==> config.mk <==
export PLATFORM = sky130hd
export DESIGN_NAME = lsu_arb_flat
export DESIGN_NICKNAME = d
export VERILOG_FILES = /design/src/rtl/lsu_arb_if.sv /design/src/rtl/lsu_arb.sv /design/src/flat_wrapper.sv
export SDC_FILE = /design/constraint.sdc
export NUM_CORES = 1
export LEC_CHECK = 0
export BUFFER_PORTS_ARGS = -buffer_cell sky130_fd_sc_hd__buf_2
export CAP_MARGIN = 5
export CORE_UTILIZATION = 48
export CTS_CLUSTER_DIAMETER = 40
export DETAILED_ROUTE_END_ITERATION = 10
export PLACE_DENSITY = 0.87
export SLEW_MARGIN = 20
export SYNTH_ARGS = -nofsm -noshare
export SYNTH_HDL_FRONTEND = slang
export SYNTH_SLANG_ARGS = --single-unit
export TNS_END_PERCENT = 100
==> constraint.sdc <==
create_clock -name clock -period 4.2 [get_ports clock]
set_input_delay 0.21 -clock clock [delete_from_list [all_inputs] [get_ports clock]]
set_output_delay 0.21 -clock clock [all_outputs]
set_load 0.03 [all_outputs]
==> src/rtl/lsu_arb_if.sv <==
// Bundle of host, fetch, data and RAM signals around the load/store arbiter.
// The slave modport is the arbiter's view; master is the surrounding system.
interface lsu_arb_if #(
    parameter int AW = 9,
    parameter int RW = 4
);
    logic            working;
    logic            host_we;
    logic [AW-1:0]   host_addr;
    logic [31:0]     host_wdata;

    logic            if_req;
    logic [AW-1:0]   if_addr;
    logic            if_ready;
    logic            if_valid;
    logic [31:0]     if_instr;

    logic            mem_req;
    logic            mem_we;
    logic [1:0]      mem_size;
    logic            mem_signed;
    logic [AW+1:0]   mem_addr;
    logic [31:0]     mem_wdata;
    logic [RW-1:0]   mem_dst;
    logic            mem_ready;
    logic            mem_valid;
    logic [31:0]     mem_rdata;
    logic [RW-1:0]   mem_dst_out;
    logic            mem_err;

    logic [AW-1:0]   ram_addr;
    logic            ram_wen;
    logic [3:0]      ram_ben;
    logic [31:0]     ram_wdata;
    logic            ram_ren;
    logic [31:0]     ram_rdata;

    modport slave (
        input  working, host_we, host_addr, host_wdata,
        input  if_req, if_addr,
        output if_ready, if_valid, if_instr,
        input  mem_req, mem_we, mem_size, mem_signed, mem_addr, mem_wdata, mem_dst,
        output mem_ready, mem_valid, mem_rdata, mem_dst_out, mem_err,
        output ram_addr, ram_wen, ram_ben, ram_wdata, ram_ren,
        input  ram_rdata
    );

    modport master (
        output working, host_we, host_addr, host_wdata,
        output if_req, if_addr,
        input  if_ready, if_valid, if_instr,
        output mem_req, mem_we, mem_size, mem_signed, mem_addr, mem_wdata, mem_dst,
        input  mem_ready, mem_valid, mem_rdata, mem_dst_out, mem_err,
        input  ram_addr, ram_wen, ram_ben, ram_wdata, ram_ren,
        output ram_rdata
    );
endinterface

==> src/rtl/lsu_arb.sv <==
// Arbitrates a single-port synchronous RAM between fetch, data load/store and
// host loading; handles byte/half/word lanes, extension and misalignment.
module lsu_arb #(
    parameter int AW     = 9,
    parameter int RD_LAT = 1,
    parameter int RW     = 4
) (
    input logic       clock,
    input logic       reset,
    lsu_arb_if.slave  bus
);
    // state   | meaning
    // IDLE    | ready for a request (processor) or passing host writes (host mode)
    // RD_WAIT | RAM read issued, counting down read latency
    // RESP    | one-cycle response pulse on the owning channel
    typedef enum logic [1:0] {IDLE, RD_WAIT, RESP} state_t;

    localparam logic [1:0] CNT_INIT = 2'(RD_LAT - 1);

    state_t         state, state_nx;
    logic [1:0]     cnt;
    logic           lat_fetch;
    logic [1:0]     lat_off;
    logic [1:0]     lat_size;
    logic           lat_sgn;
    logic [RW-1:0]  lat_dst;

    logic [31:0]    if_instr_q;
    logic [31:0]    mem_rdata_q;
    logic [RW-1:0]  mem_dst_q;
    logic           mem_err_q;

    logic           if_ready, mem_ready;
    logic           acc_mem, acc_if, misal;
    logic [AW-1:0]  ram_addr;
    logic           ram_wen, ram_ren;
    logic [3:0]     ram_ben;
    logic [31:0]    ram_wdata;
    logic [31:0]    lane, ext;

    always_comb begin
        misal = ((bus.mem_size == 2'd1) && bus.mem_addr[0]) ||
                (bus.mem_size[1] && (bus.mem_addr[1:0] != 2'b00));
    end

    always_comb begin
        lane = bus.ram_rdata >> {lat_off, 3'b000};
        case (lat_size)
            2'd0:    ext = {{24{lat_sgn & lane[7]}},  lane[7:0]};
            2'd1:    ext = {{16{lat_sgn & lane[15]}}, lane[15:0]};
            default: ext = lane;
        endcase
    end

    always_ff @(posedge clock) begin
        if (reset) state <= IDLE;
        else       state <= state_nx;
    end

    always_comb begin
        state_nx  = state;
        if_ready  = 1'b0;
        mem_ready = 1'b0;
        acc_mem   = 1'b0;
        acc_if    = 1'b0;
        ram_addr  = '0;
        ram_wen   = 1'b0;
        ram_ren   = 1'b0;
        ram_ben   = 4'h0;
        ram_wdata = 32'h0;
        if (!reset) begin
            case (state)
                IDLE: begin
                    if (!bus.working) begin
                        // host writes only reach the RAM from IDLE
                        ram_wen   = bus.host_we;
                        ram_addr  = bus.host_addr;
                        ram_ben   = 4'hF;
                        ram_wdata = bus.host_wdata;
                    end else if (bus.mem_req) begin
                        mem_ready = 1'b1;
                        acc_mem   = 1'b1;
                        if (misal) begin
                            state_nx = RESP;
                        end else if (bus.mem_we) begin
                            ram_wen  = 1'b1;
                            ram_addr = bus.mem_addr[AW+1:2];
                            case (bus.mem_size)
                                2'd0: begin
                                    ram_ben   = 4'b0001 << bus.mem_addr[1:0];
                                    ram_wdata = {4{bus.mem_wdata[7:0]}};
                                end
                                2'd1: begin
                                    ram_ben   = 4'b0011 << bus.mem_addr[1:0];
                                    ram_wdata = {2{bus.mem_wdata[15:0]}};
                                end
                                default: begin
                                    ram_ben   = 4'hF;
                                    ram_wdata = bus.mem_wdata;
                                end
                            endcase
                            state_nx = RESP;
                        end else begin
                            ram_ren  = 1'b1;
                            ram_addr = bus.mem_addr[AW+1:2];
                            state_nx = RD_WAIT;
                        end
                    end else if (bus.if_req) begin
                        if_ready = 1'b1;
                        acc_if   = 1'b1;
                        ram_ren  = 1'b1;
                        ram_addr = bus.if_addr;
                        state_nx = RD_WAIT;
                    end
                end
                RD_WAIT: if (cnt == 2'd0) state_nx = RESP;
                RESP:    state_nx = IDLE;
                default: state_nx = IDLE;
            endcase
        end
    end

    always_ff @(posedge clock) begin
        if (reset) begin
            cnt         <= '0;
            lat_fetch   <= 1'b0;
            lat_off     <= 2'b00;
            lat_size    <= 2'b00;
            lat_sgn     <= 1'b0;
            lat_dst     <= '0;
            if_instr_q  <= 32'h0;
            mem_rdata_q <= 32'h0;
            mem_dst_q   <= '0;
            mem_err_q   <= 1'b0;
        end else begin
            if (acc_mem) begin
                cnt       <= CNT_INIT;
                lat_fetch <= 1'b0;
                lat_off   <= bus.mem_addr[1:0];
                lat_size  <= bus.mem_size;
                lat_sgn   <= bus.mem_signed;
                lat_dst   <= bus.mem_dst;
                // stores and misaligned requests respond without read data
                if (misal || bus.mem_we) begin
                    mem_rdata_q <= 32'h0;
                    mem_err_q   <= misal;
                    mem_dst_q   <= bus.mem_dst;
                end
            end else if (acc_if) begin
                cnt       <= CNT_INIT;
                lat_fetch <= 1'b1;
            end
            if (state == RD_WAIT) begin
                if (cnt != 2'd0) begin
                    cnt <= cnt - 2'd1;
                end else if (lat_fetch) begin
                    if_instr_q <= bus.ram_rdata;
                end else begin
                    mem_rdata_q <= ext;
                    mem_err_q   <= 1'b0;
                    mem_dst_q   <= lat_dst;
                end
            end
        end
    end

    assign bus.if_ready    = if_ready;
    assign bus.if_valid    = (state == RESP) && lat_fetch;
    assign bus.if_instr    = if_instr_q;
    assign bus.mem_ready   = mem_ready;
    assign bus.mem_valid   = (state == RESP) && !lat_fetch;
    assign bus.mem_rdata   = mem_rdata_q;
    assign bus.mem_dst_out = mem_dst_q;
    assign bus.mem_err     = mem_err_q;
    assign bus.ram_addr    = ram_addr;
    assign bus.ram_wen     = ram_wen;
    assign bus.ram_ren     = ram_ren;
    assign bus.ram_ben     = ram_ben;
    assign bus.ram_wdata   = ram_wdata;
endmodule

==> src/flat_wrapper.sv <==
// flat-port wrapper written by rule: the top's interface ports become plain ports
module lsu_arb_flat 
#(
    parameter int AW     = 9,
    parameter int RD_LAT = 1,
    parameter int RW     = 4
)
  (clock, reset, bus_working, bus_host_we, bus_host_addr, bus_host_wdata, bus_if_req, bus_if_addr, bus_if_ready, bus_if_valid, bus_if_instr, bus_mem_req, bus_mem_we, bus_mem_size, bus_mem_signed, bus_mem_addr, bus_mem_wdata, bus_mem_dst, bus_mem_ready, bus_mem_valid, bus_mem_rdata, bus_mem_dst_out, bus_mem_err, bus_ram_addr, bus_ram_wen, bus_ram_ben, bus_ram_wdata, bus_ram_ren, bus_ram_rdata);
  lsu_arb_if #(.AW(AW), .RW(RW)) bus_i ();
  input logic clock;
  input logic reset;
  input wire logic [$bits(bus_i.working)-1:0] bus_working;
  input wire logic [$bits(bus_i.host_we)-1:0] bus_host_we;
  input wire logic [$bits(bus_i.host_addr)-1:0] bus_host_addr;
  input wire logic [$bits(bus_i.host_wdata)-1:0] bus_host_wdata;
  input wire logic [$bits(bus_i.if_req)-1:0] bus_if_req;
  input wire logic [$bits(bus_i.if_addr)-1:0] bus_if_addr;
  output wire logic [$bits(bus_i.if_ready)-1:0] bus_if_ready;
  output wire logic [$bits(bus_i.if_valid)-1:0] bus_if_valid;
  output wire logic [$bits(bus_i.if_instr)-1:0] bus_if_instr;
  input wire logic [$bits(bus_i.mem_req)-1:0] bus_mem_req;
  input wire logic [$bits(bus_i.mem_we)-1:0] bus_mem_we;
  input wire logic [$bits(bus_i.mem_size)-1:0] bus_mem_size;
  input wire logic [$bits(bus_i.mem_signed)-1:0] bus_mem_signed;
  input wire logic [$bits(bus_i.mem_addr)-1:0] bus_mem_addr;
  input wire logic [$bits(bus_i.mem_wdata)-1:0] bus_mem_wdata;
  input wire logic [$bits(bus_i.mem_dst)-1:0] bus_mem_dst;
  output wire logic [$bits(bus_i.mem_ready)-1:0] bus_mem_ready;
  output wire logic [$bits(bus_i.mem_valid)-1:0] bus_mem_valid;
  output wire logic [$bits(bus_i.mem_rdata)-1:0] bus_mem_rdata;
  output wire logic [$bits(bus_i.mem_dst_out)-1:0] bus_mem_dst_out;
  output wire logic [$bits(bus_i.mem_err)-1:0] bus_mem_err;
  output wire logic [$bits(bus_i.ram_addr)-1:0] bus_ram_addr;
  output wire logic [$bits(bus_i.ram_wen)-1:0] bus_ram_wen;
  output wire logic [$bits(bus_i.ram_ben)-1:0] bus_ram_ben;
  output wire logic [$bits(bus_i.ram_wdata)-1:0] bus_ram_wdata;
  output wire logic [$bits(bus_i.ram_ren)-1:0] bus_ram_ren;
  input wire logic [$bits(bus_i.ram_rdata)-1:0] bus_ram_rdata;
  assign bus_i.working = bus_working;
  assign bus_i.host_we = bus_host_we;
  assign bus_i.host_addr = bus_host_addr;
  assign bus_i.host_wdata = bus_host_wdata;
  assign bus_i.if_req = bus_if_req;
  assign bus_i.if_addr = bus_if_addr;
  assign bus_if_ready = bus_i.if_ready;
  assign bus_if_valid = bus_i.if_valid;
  assign bus_if_instr = bus_i.if_instr;
  assign bus_i.mem_req = bus_mem_req;
  assign bus_i.mem_we = bus_mem_we;
  assign bus_i.mem_size = bus_mem_size;
  assign bus_i.mem_signed = bus_mem_signed;
  assign bus_i.mem_addr = bus_mem_addr;
  assign bus_i.mem_wdata = bus_mem_wdata;
  assign bus_i.mem_dst = bus_mem_dst;
  assign bus_mem_ready = bus_i.mem_ready;
  assign bus_mem_valid = bus_i.mem_valid;
  assign bus_mem_rdata = bus_i.mem_rdata;
  assign bus_mem_dst_out = bus_i.mem_dst_out;
  assign bus_mem_err = bus_i.mem_err;
  assign bus_ram_addr = bus_i.ram_addr;
  assign bus_ram_wen = bus_i.ram_wen;
  assign bus_ram_ben = bus_i.ram_ben;
  assign bus_ram_wdata = bus_i.ram_wdata;
  assign bus_ram_ren = bus_i.ram_ren;
  assign bus_i.ram_rdata = bus_ram_rdata;
  lsu_arb #(.AW(AW), .RD_LAT(RD_LAT), .RW(RW)) u_core (.clock(clock), .reset(reset), .bus(bus_i));
endmodule
==> summary.txt, run 1 <==
Status
  – Status: finished clean

STA
  – Tcrit/Tclk final: between 60% and 70%
  – Clk_skew: 0.0125 ns
  – Slew HR: about a third
  – Final-report hold violation count: 0
  – Fin crit period: around 2.9 ns
  – Post-route setup TNS: 0 ns
  – RSZ-0062 raised after global routing: no
  – Final Setup Violations: 0
  – Hold Slack: roughly 0.083 ns
  – Max-slew violations: 0
  – Worst-Margin Slew: between 0.9 and 1 ns
  – FMAX: ~350 MHz

Worst setup path
  – Worst R2R Start: u_core.state[0]$_SDFFE_PP0P_
  – Worst-path fanout max: 30
  – Slowest stage cell, crit path: nand4_1
  – Cell count along the critical path: 6
  – Worst EP required: around 4 ns
  – CP Cell Sequence: buf_2, o21ai_0, and3_1, nand4_1, o21ai_0, buf_2
  – CP bufs+invs: 2
  – Startpoint types: primary input
  – Reg2Reg Depth: 4
  – FF-to-FF End: u_core.bus.mem_rdata[17]$_SDFF_PP0_
  – WS Path Type: in2out
  – Critical Path AT: 2.68 ns
  – Setup crit end: bus_ram_wdata[22]
  – Critical path's largest stage delay: around 0.70 ns
  – Crit path launch: bus_mem_size[1]
  – CP top delay family: simple AND/OR/NAND/NOR gates
  – Critical path endpoint category: output port
  – Reg2reg setup slack: around 1.8 ns

Global route
  – Vias in the first global route: 4640
  – First-pass GRT wire length: about 23000 microns
  – Largest net degree at the start of global routing: 69
  – Remaining Overflow, GRT: 0
  – Initial antenna violation count: 0
  – Overall routing resource usage: 30.0%

Yosys
  – Asr flop ratio synth: 0%
  – XOR/XNOR Fraction of Synth Area: less than 1%
  – Synth Area per Inst: slightly below 8 sq um
  – Synth top cells by count: nand2_1 (118), a21oi_1 (96), dfxtp_1 (83), mux2i_1 (45)
  – Syn Nets: ~730
  – Mapped Area: 4570 sq um
  – Post-synthesis adder-cell area fraction: 0%
  – Synth area leaders: dfxtp_1 (36%), a21oi_1 (11%), mux2i_1 (9.9%), nand2_1 (9.7%), o21ai_0 (3.8%)
  – Most area-hungry cell type in the Yosys netlist: dfxtp_1
  – Count leader, synth: nand2_1
  – Seq cells post-synth: between 80 and 90
  – Sequential area share after synthesis: a little over a third
  – Yosys cell types: 45
  – Mux cell area share after synthesis: about 12%
  – Syn. warnings: 0
  – Post-synth top area share: between 30% and 40%
  – Top_reg_cell synth: dfxtp_1
  – Number of synthesized flops with an enable pin: 0
  – Post-synthesis cell count: roughly 590
  – Simple-gate share of the synthesized area: a little under a fifth
  – Main combinational cell family by area after synthesis: compound AO/OA/AOI/OAI gates
  – Compound-cell area share of the yosys netlist: between 20% and 30%

CTS
  – Post-CTS Setup Repair Bufs: 0
  – Max Root-Sink Buffers: 2
  – Reg clk slew, reported paths: roughly 0.080 ns
  – Hold bufs inserted after CTS: 0
  – CTS Root Cell: clkbuf_8
  – Num Clock Sinks: 83
  – TritonCTS Buffers: 9
  – H-tree depth: 3
  – CTS resizes: 0
  – Worst-skew pair later-pin latency: roughly 0.36 ns
  – CTS tree: yes

Place
  – Final HPWL DP: between 10000 and 15000 microns
  – Routability Congestion: 0.974
  – Port buffer count: between 200 and 300

Final layout
  – Post-layout nets: approximately 950
  – Multi-input gate area: about 2700 sq um
  – N_diodes: 0
  – Register area: 1660 sq um
  – FILL cells: just under 800
  – Share of layout cells above drive strength 1: a little over a third
  – Layout area overhead: 33.6%

Detailed routing
  – Number of remaining DRC errors: 0
  – Iteration-0 DRC Markers: about 350
  – Vias per cell: around 5.5
  – Remaining antenna violation count after routing: 0
  – DR WL/cell: roughly 16 microns
  – Via count: ~5200
  – Total iterations of the first detailed-routing run: 5
  – Total Wirelength: between 15000 and 20000 microns

Power
  – Max VDD drop: roughly 0.00021 V
  – Pwr/cell area: approximately 320 nW/um^2
  – Leak Pwr: 2.80 nW

Job
  – Max-cap viol count: 0

Floorplanning
  – Starting Density: approximately 49%
  – IO Pins: approximately 260
  – Die area: 9910 sq um
  – Die height: approximately 100 microns
  – Die width: ~100 microns
  – Row count: 35
  – Core ar.: between 9000 and 10000 sq um

Worst hold path
  – Hold Crit Class: in2reg
-- worst min path at each step --
stage | start | end | slack, ns | cells past startpoint
6_report | bus_mem_signed | u_core.lat_sgn$_SDFFE_PP0N_ | 0.08 | 2
2_1_floorplan | bus_mem_dst[0] | u_core.lat_dst[0]$_SDFFE_PP0N_ | 0.34 | 1
4_1_cts | bus_mem_signed | u_core.lat_sgn$_SDFFE_PP0N_ | 0.08 | 2
3_3_place_gp | u_core.bus.if_instr[28]$_SDFFE_PP0P_ | u_core.bus.if_instr[28]$_SDFFE_PP0P_ | 0.44 | 2
3_5_place_dp | bus_mem_signed | u_core.lat_sgn$_SDFFE_PP0N_ | 0.44 | 2
5_1_grt | bus_mem_signed | u_core.lat_sgn$_SDFFE_PP0N_ | 0.08 | 2
-- cell families after synthesis --
logic type      count (synthesis)
xor+xnor                        3
simple gates                  191
compound gates                204
buf+inv                        55
flops                          83
mux                            53
-- area by class of cell --
type                       instances  area share [%]
clock buffer                      10            2.09
multi-input combinational        451            44.1
sequential                        83            27.2
timing repair buffer             264            21.9
inverter                           3           0.185
tap                              129            2.65
clock inverter                     6            1.87
-- routing by layer --
layer | routed length (microns) | part of all wire, % | GRT usage (%) | up-vias
met3 | 1170 | 7.6 | 7.10 | 32
met4 | 401 | 2.6 | 10.5 | 0
li1 | - | - | - | 2556
met5 | 0 | 0 | 0 | -
met1 | 6350 | 41 | 37.0 | 2410
met2 | 7510 | 49 | 51.1 | 242
-- state kept, by name, indices dropped and copies added (netlist names) --
register                flops
u_core.state                2
u_core.bus.if_instr        32
u_core.lat_size             2
u_core.cnt                  2
u_core.lat_dst              4
u_core.lat_off              2
u_core.bus.mem_dst_out      4
u_core.lat_fetch            1
u_core.bus.mem_err          1
u_core.bus.mem_rdata       32
u_core.lat_sgn              1
-- through the flow --
| step | utilization [%] | std cells | power (mW) | cell area (sq um) | setup slack, ns |
|---|---|---|---|---|---|
| after CTS | 65.9 | 946 | 1.95 | 6090 | 1.43 |
| after detailed placement | 63.3 | 930 | 1.28 | 5850 | 1.44 |
| after floorplan | - | 589 | 1.11 | 4570 | 2.04 |
| after global placement | 63.3 | 930 | 1.28 | 5850 | 1.60 |
| final | 66.0 | 946 | 1.95 | 6100 | 1.31 |
| after global routing | 66.0 | 946 | 2.03 | 6100 | 1.05 |
-- power breakdown --
part,internal [mW],total (mW),switching [mW]
Clock,0.396,0.683,0.287
Combinational,0.158,0.441,0.283
Sequential,0.809,0.826,0.0176
-- cells in the final DEF (no fill, tap or decap), types with 9 or more instances in the layout --
master	netlist	final
dfxtp_1	83	83
o211ai_1	9	9
clkbuf_8	0	9
o21ai_0	35	35
nand3_1	10	9
nand2_1	118	118
mux2i_1	45	45
nor3_1	12	12
a22o_1	17	17
nor2_1	25	23
a22oi_1	10	10
a21oi_1	96	96
buf_2	13	258
a211oi_1	20	20
Note: power is estimated with default switching activity, not from simulation.
==> inputs of run 2 (changes only) <==
--- a/config.mk
+++ b/config.mk
@@ -7,10 +7,10 @@
 export LEC_CHECK = 0
 export BUFFER_PORTS_ARGS = -buffer_cell sky130_fd_sc_hd__buf_2
 export CAP_MARGIN = 5
-export CORE_UTILIZATION = 48
+export CORE_UTILIZATION = 40
 export CTS_CLUSTER_DIAMETER = 40
 export DETAILED_ROUTE_END_ITERATION = 10
-export PLACE_DENSITY = 0.87
+export PLACE_DENSITY = 0.78
 export SLEW_MARGIN = 20
 export SYNTH_ARGS = -nofsm -noshare
 export SYNTH_HDL_FRONTEND = slang
==> constraint.sdc (replaced) <==
create_clock -name clock -period 2.6 [get_ports clock]
set_input_delay 0.13 -clock clock [delete_from_list [all_inputs] [get_ports clock]]
set_output_delay 0.13 -clock clock [all_outputs]
set_load 0.03 [all_outputs]
==> run 2 against run 1 <==
Net effect:
- sequential power increased by 62%
- clock-buffer cell count is the same
- clock skew fell by 0.0044 ns
- sequential share of layout area shrank 0.92 points
- non-clock buffer count increased by 10
- largest power group is now clock
- first-iteration DRC count down 1.7%
- flip-flop and latch count did not move
- hold slack worse by 0.064 ns
- total power up 85%
- utilization shrank 8.5 points
- die area is 20% higher
- critical endpoint is now bus_ram_wdata[2]
- critical path depth down 1
==> summary.txt, run 2 (synthesis gave the netlist of run 1 again) <==
Power
  – Max VDD drop: 0.000401 V (+93%)
  – Pwr/cell area: 571 nW/um^2 (+79%)
  – Leak Pwr: 2.91 nW (+4.0%)

STA
  – Slew HR: 31.9% (-3.3 points)
  – Final-report hold violation count: 0 (unchanged)
  – Post-route setup TNS: 0 ns (unchanged)
  – Max-slew violations: 0 (unchanged)
  – Clk_skew: 0.00813 ns (-0.00438 ns)
  – Final Setup Violations: 0 (unchanged)
  – Hold Slack: 0.0188 ns (-0.0642 ns)
  – Fin crit period: about 2.3 ns
  – Final worst setup slack: 0.261 ns (-1.05 ns)
  – FMAX: approximately 430 MHz
  – Tcrit/Tclk final: between 80% and 90%
  – Worst-Margin Slew: 1.02 ns (+0.0527 ns)
  – RSZ-0062 raised after global routing: no

Worst setup path
  – Worst EP required: 2.47 ns (-1.52 ns)
  – Worst-path fanout max: 9 (-70%)
  – FF-to-FF End: u_core.bus.mem_rdata[28]$_SDFF_PP0_
  – WS Path Type: reg2out
  – Reg2reg setup slack: 0.54 ns (-1.27 ns)
  – Critical path endpoint category: output port
  – Critical Path AT: 2.21 ns (-0.47 ns)
  – Worst R2R Start: u_core.state[0]$_SDFFE_PP0P_
  – Reg2Reg Depth: 4 (unchanged)
  – Startpoint types: register

Global route
  – Vias in the first global route: 4704 (+1.4%)
  – Largest net degree at the start of global routing: 56 (-19%)
  – Remaining Overflow, GRT: 0 (unchanged)
  – Overall routing resource usage: 25.7% (-4.3 points)
  – Initial antenna violation count: 0 (unchanged)
  – First-pass GRT wire length: 23500 microns (+0.20%)

CTS
  – Worst-skew pair later-pin latency: 0.34 ns (-0.02 ns)
  – Hold bufs inserted after CTS: 0 (unchanged)
  – CTS resizes: 0 (unchanged)
  – TritonCTS Buffers: 9 (unchanged)
  – Num Clock Sinks: 83 (unchanged)
  – CTS Root Cell: clkbuf_16
  – H-tree depth: 3 (unchanged)
  – Post-CTS Setup Repair Bufs: 0 (unchanged)
  – Reg clk slew, reported paths: 0.06 ns (-0.02 ns)
  – CTS tree: yes
  – Max Root-Sink Buffers: 2 (unchanged)

Final layout
  – Commonest non-fill, non-tap cell in the layout: buf_2
  – Design Area, Final: 6310 sq um (+3.5%)
  – N_diodes: 0 (unchanged)
  – Layout area overhead: 38.2%
  – Share of layout cells above drive strength 1: 36.6% (+0.53 points)
  – Post-route non-filler standard cell count: 967 (+2.2%)
  – Post-layout nets: 961 (+1.1%)
  – Commonest cells after routing, fill and taps aside: buf_2 (258), nand2_1 (118), a21oi_1 (96), dfxtp_1 (83), mux2i_1 (45)

Place
  – Routability Congestion: 0.909 (-6.7%)
  – Area of placed instances: 5950 sq um (+1.6%)
  – Worst slack, placed: 0.527 ns (-0.916 ns)
  – Port buffer count: 258 (unchanged)
  – Placed instance count: 951 (+2.3%)
  – Final HPWL DP: 12100 microns (+0.95%)

Detailed routing
  – Total iterations of the first detailed-routing run: 5 (unchanged)
  – Number of remaining DRC errors: 0 (unchanged)
  – Vias per cell: 5.36 (-3.2%)
  – DR WL/cell: 16.2 microns (-0.53%)
  – Remaining antenna violation count after routing: 0 (unchanged)
  – Via count: 5184 (-1.1%)
  – Total Wirelength: 15700 microns (+1.7%)
  – Iteration-0 DRC Markers: 345 (-1.7%)

Worst hold path
  – Hold path start: bus_mem_signed
  – Hold path endpoint: u_core.lat_sgn$_SDFFE_PP0N_
  – Hold Crit Class: in2reg
  – Hold Path Depth: 2 (unchanged)

Floorplanning
  – Die height: 109 microns (+9.4%)
  – Row count: 38 (+8.6%)
  – Die width: 109 microns (+9.4%)
  – Core ar.: 11000 sq um (+19%)
  – Starting Density: 41.6% (-7.8 points)
  – IO Pins: 259 (unchanged)
  – Die area: 11800 sq um (+20%)

Job
  – Max-cap viol count: 0 (unchanged)

Status
  – Status: finished clean
-- run 2: changes by cell type in the layout (fill, tap and decap cells not counted), sizes merged --
cell	before	now
clkinvlp	2	1
inv	3	4
clkinv	1	0
bufinv	3	4
buf	264	274
-- run 2: per-stage QoR --
step	util, %	total power [mW]
CTS	57.5	3.62
finish	57.5	3.61
floorplan	-	1.80
global route	57.5	3.75
global placement	54.2	2.07
detailed placement	54.2	2.08
-- run 2: report_power, final --
group / total, mW / internal, mW / switching, mW
Combinational: 0.718 / 0.264 / 0.454
Clock: 1.55 / 1.04 / 0.512
Sequential: 1.34 / 1.31 / 0.0301
Total: 3.61 / 2.61 / 0.996
-- run 2: cell type report --
type	count	area [sq um]
Timing Repair Buffer	274	1420
Fill cell	1040	4670
Tap cell	140	175
Clock inverter	6	136
Inverter	3	11.3
Sequential cell	83	1660
Clock buffer	10	229
Multi-Input combinational cell	451	2680
-- run 2: worst max-delay path, stage by stage (launching register included) --
cell	delay (ns)
dfxtp_1	0.37
nor3_1	0.26
nand2_1	0.17
nor3b_2	0.61
a22o_1	0.26
buf_2	0.20
-- run 2: how the worst max path moves through the flow --
stage	startpoint	end
2_1_floorplan	bus_mem_addr[0]	bus_ram_wdata[11]
3_3_place_gp	bus_mem_size[1]	bus_ram_ben[1]
3_5_place_dp	bus_mem_size[1]	bus_ram_ben[1]
4_1_cts	u_core.state[1]$_SDFFE_PP0P_	bus_ram_wdata[2]
5_1_grt	u_core.state[1]$_SDFFE_PP0P_	bus_ram_wdata[2]
6_report	u_core.state[1]$_SDFFE_PP0P_	bus_ram_wdata[2]
-- run 2: layer usage --
layer	wire length [microns]	part of all wire (%)	global-route usage, %	up-vias
met5	0	0	0	-
met4	252	1.6	7.43	0
met3	1080	6.9	5.14	18
met2	8040	51	47.5	228
met1	6320	40	29.7	2361
li1	-	-	-	2577
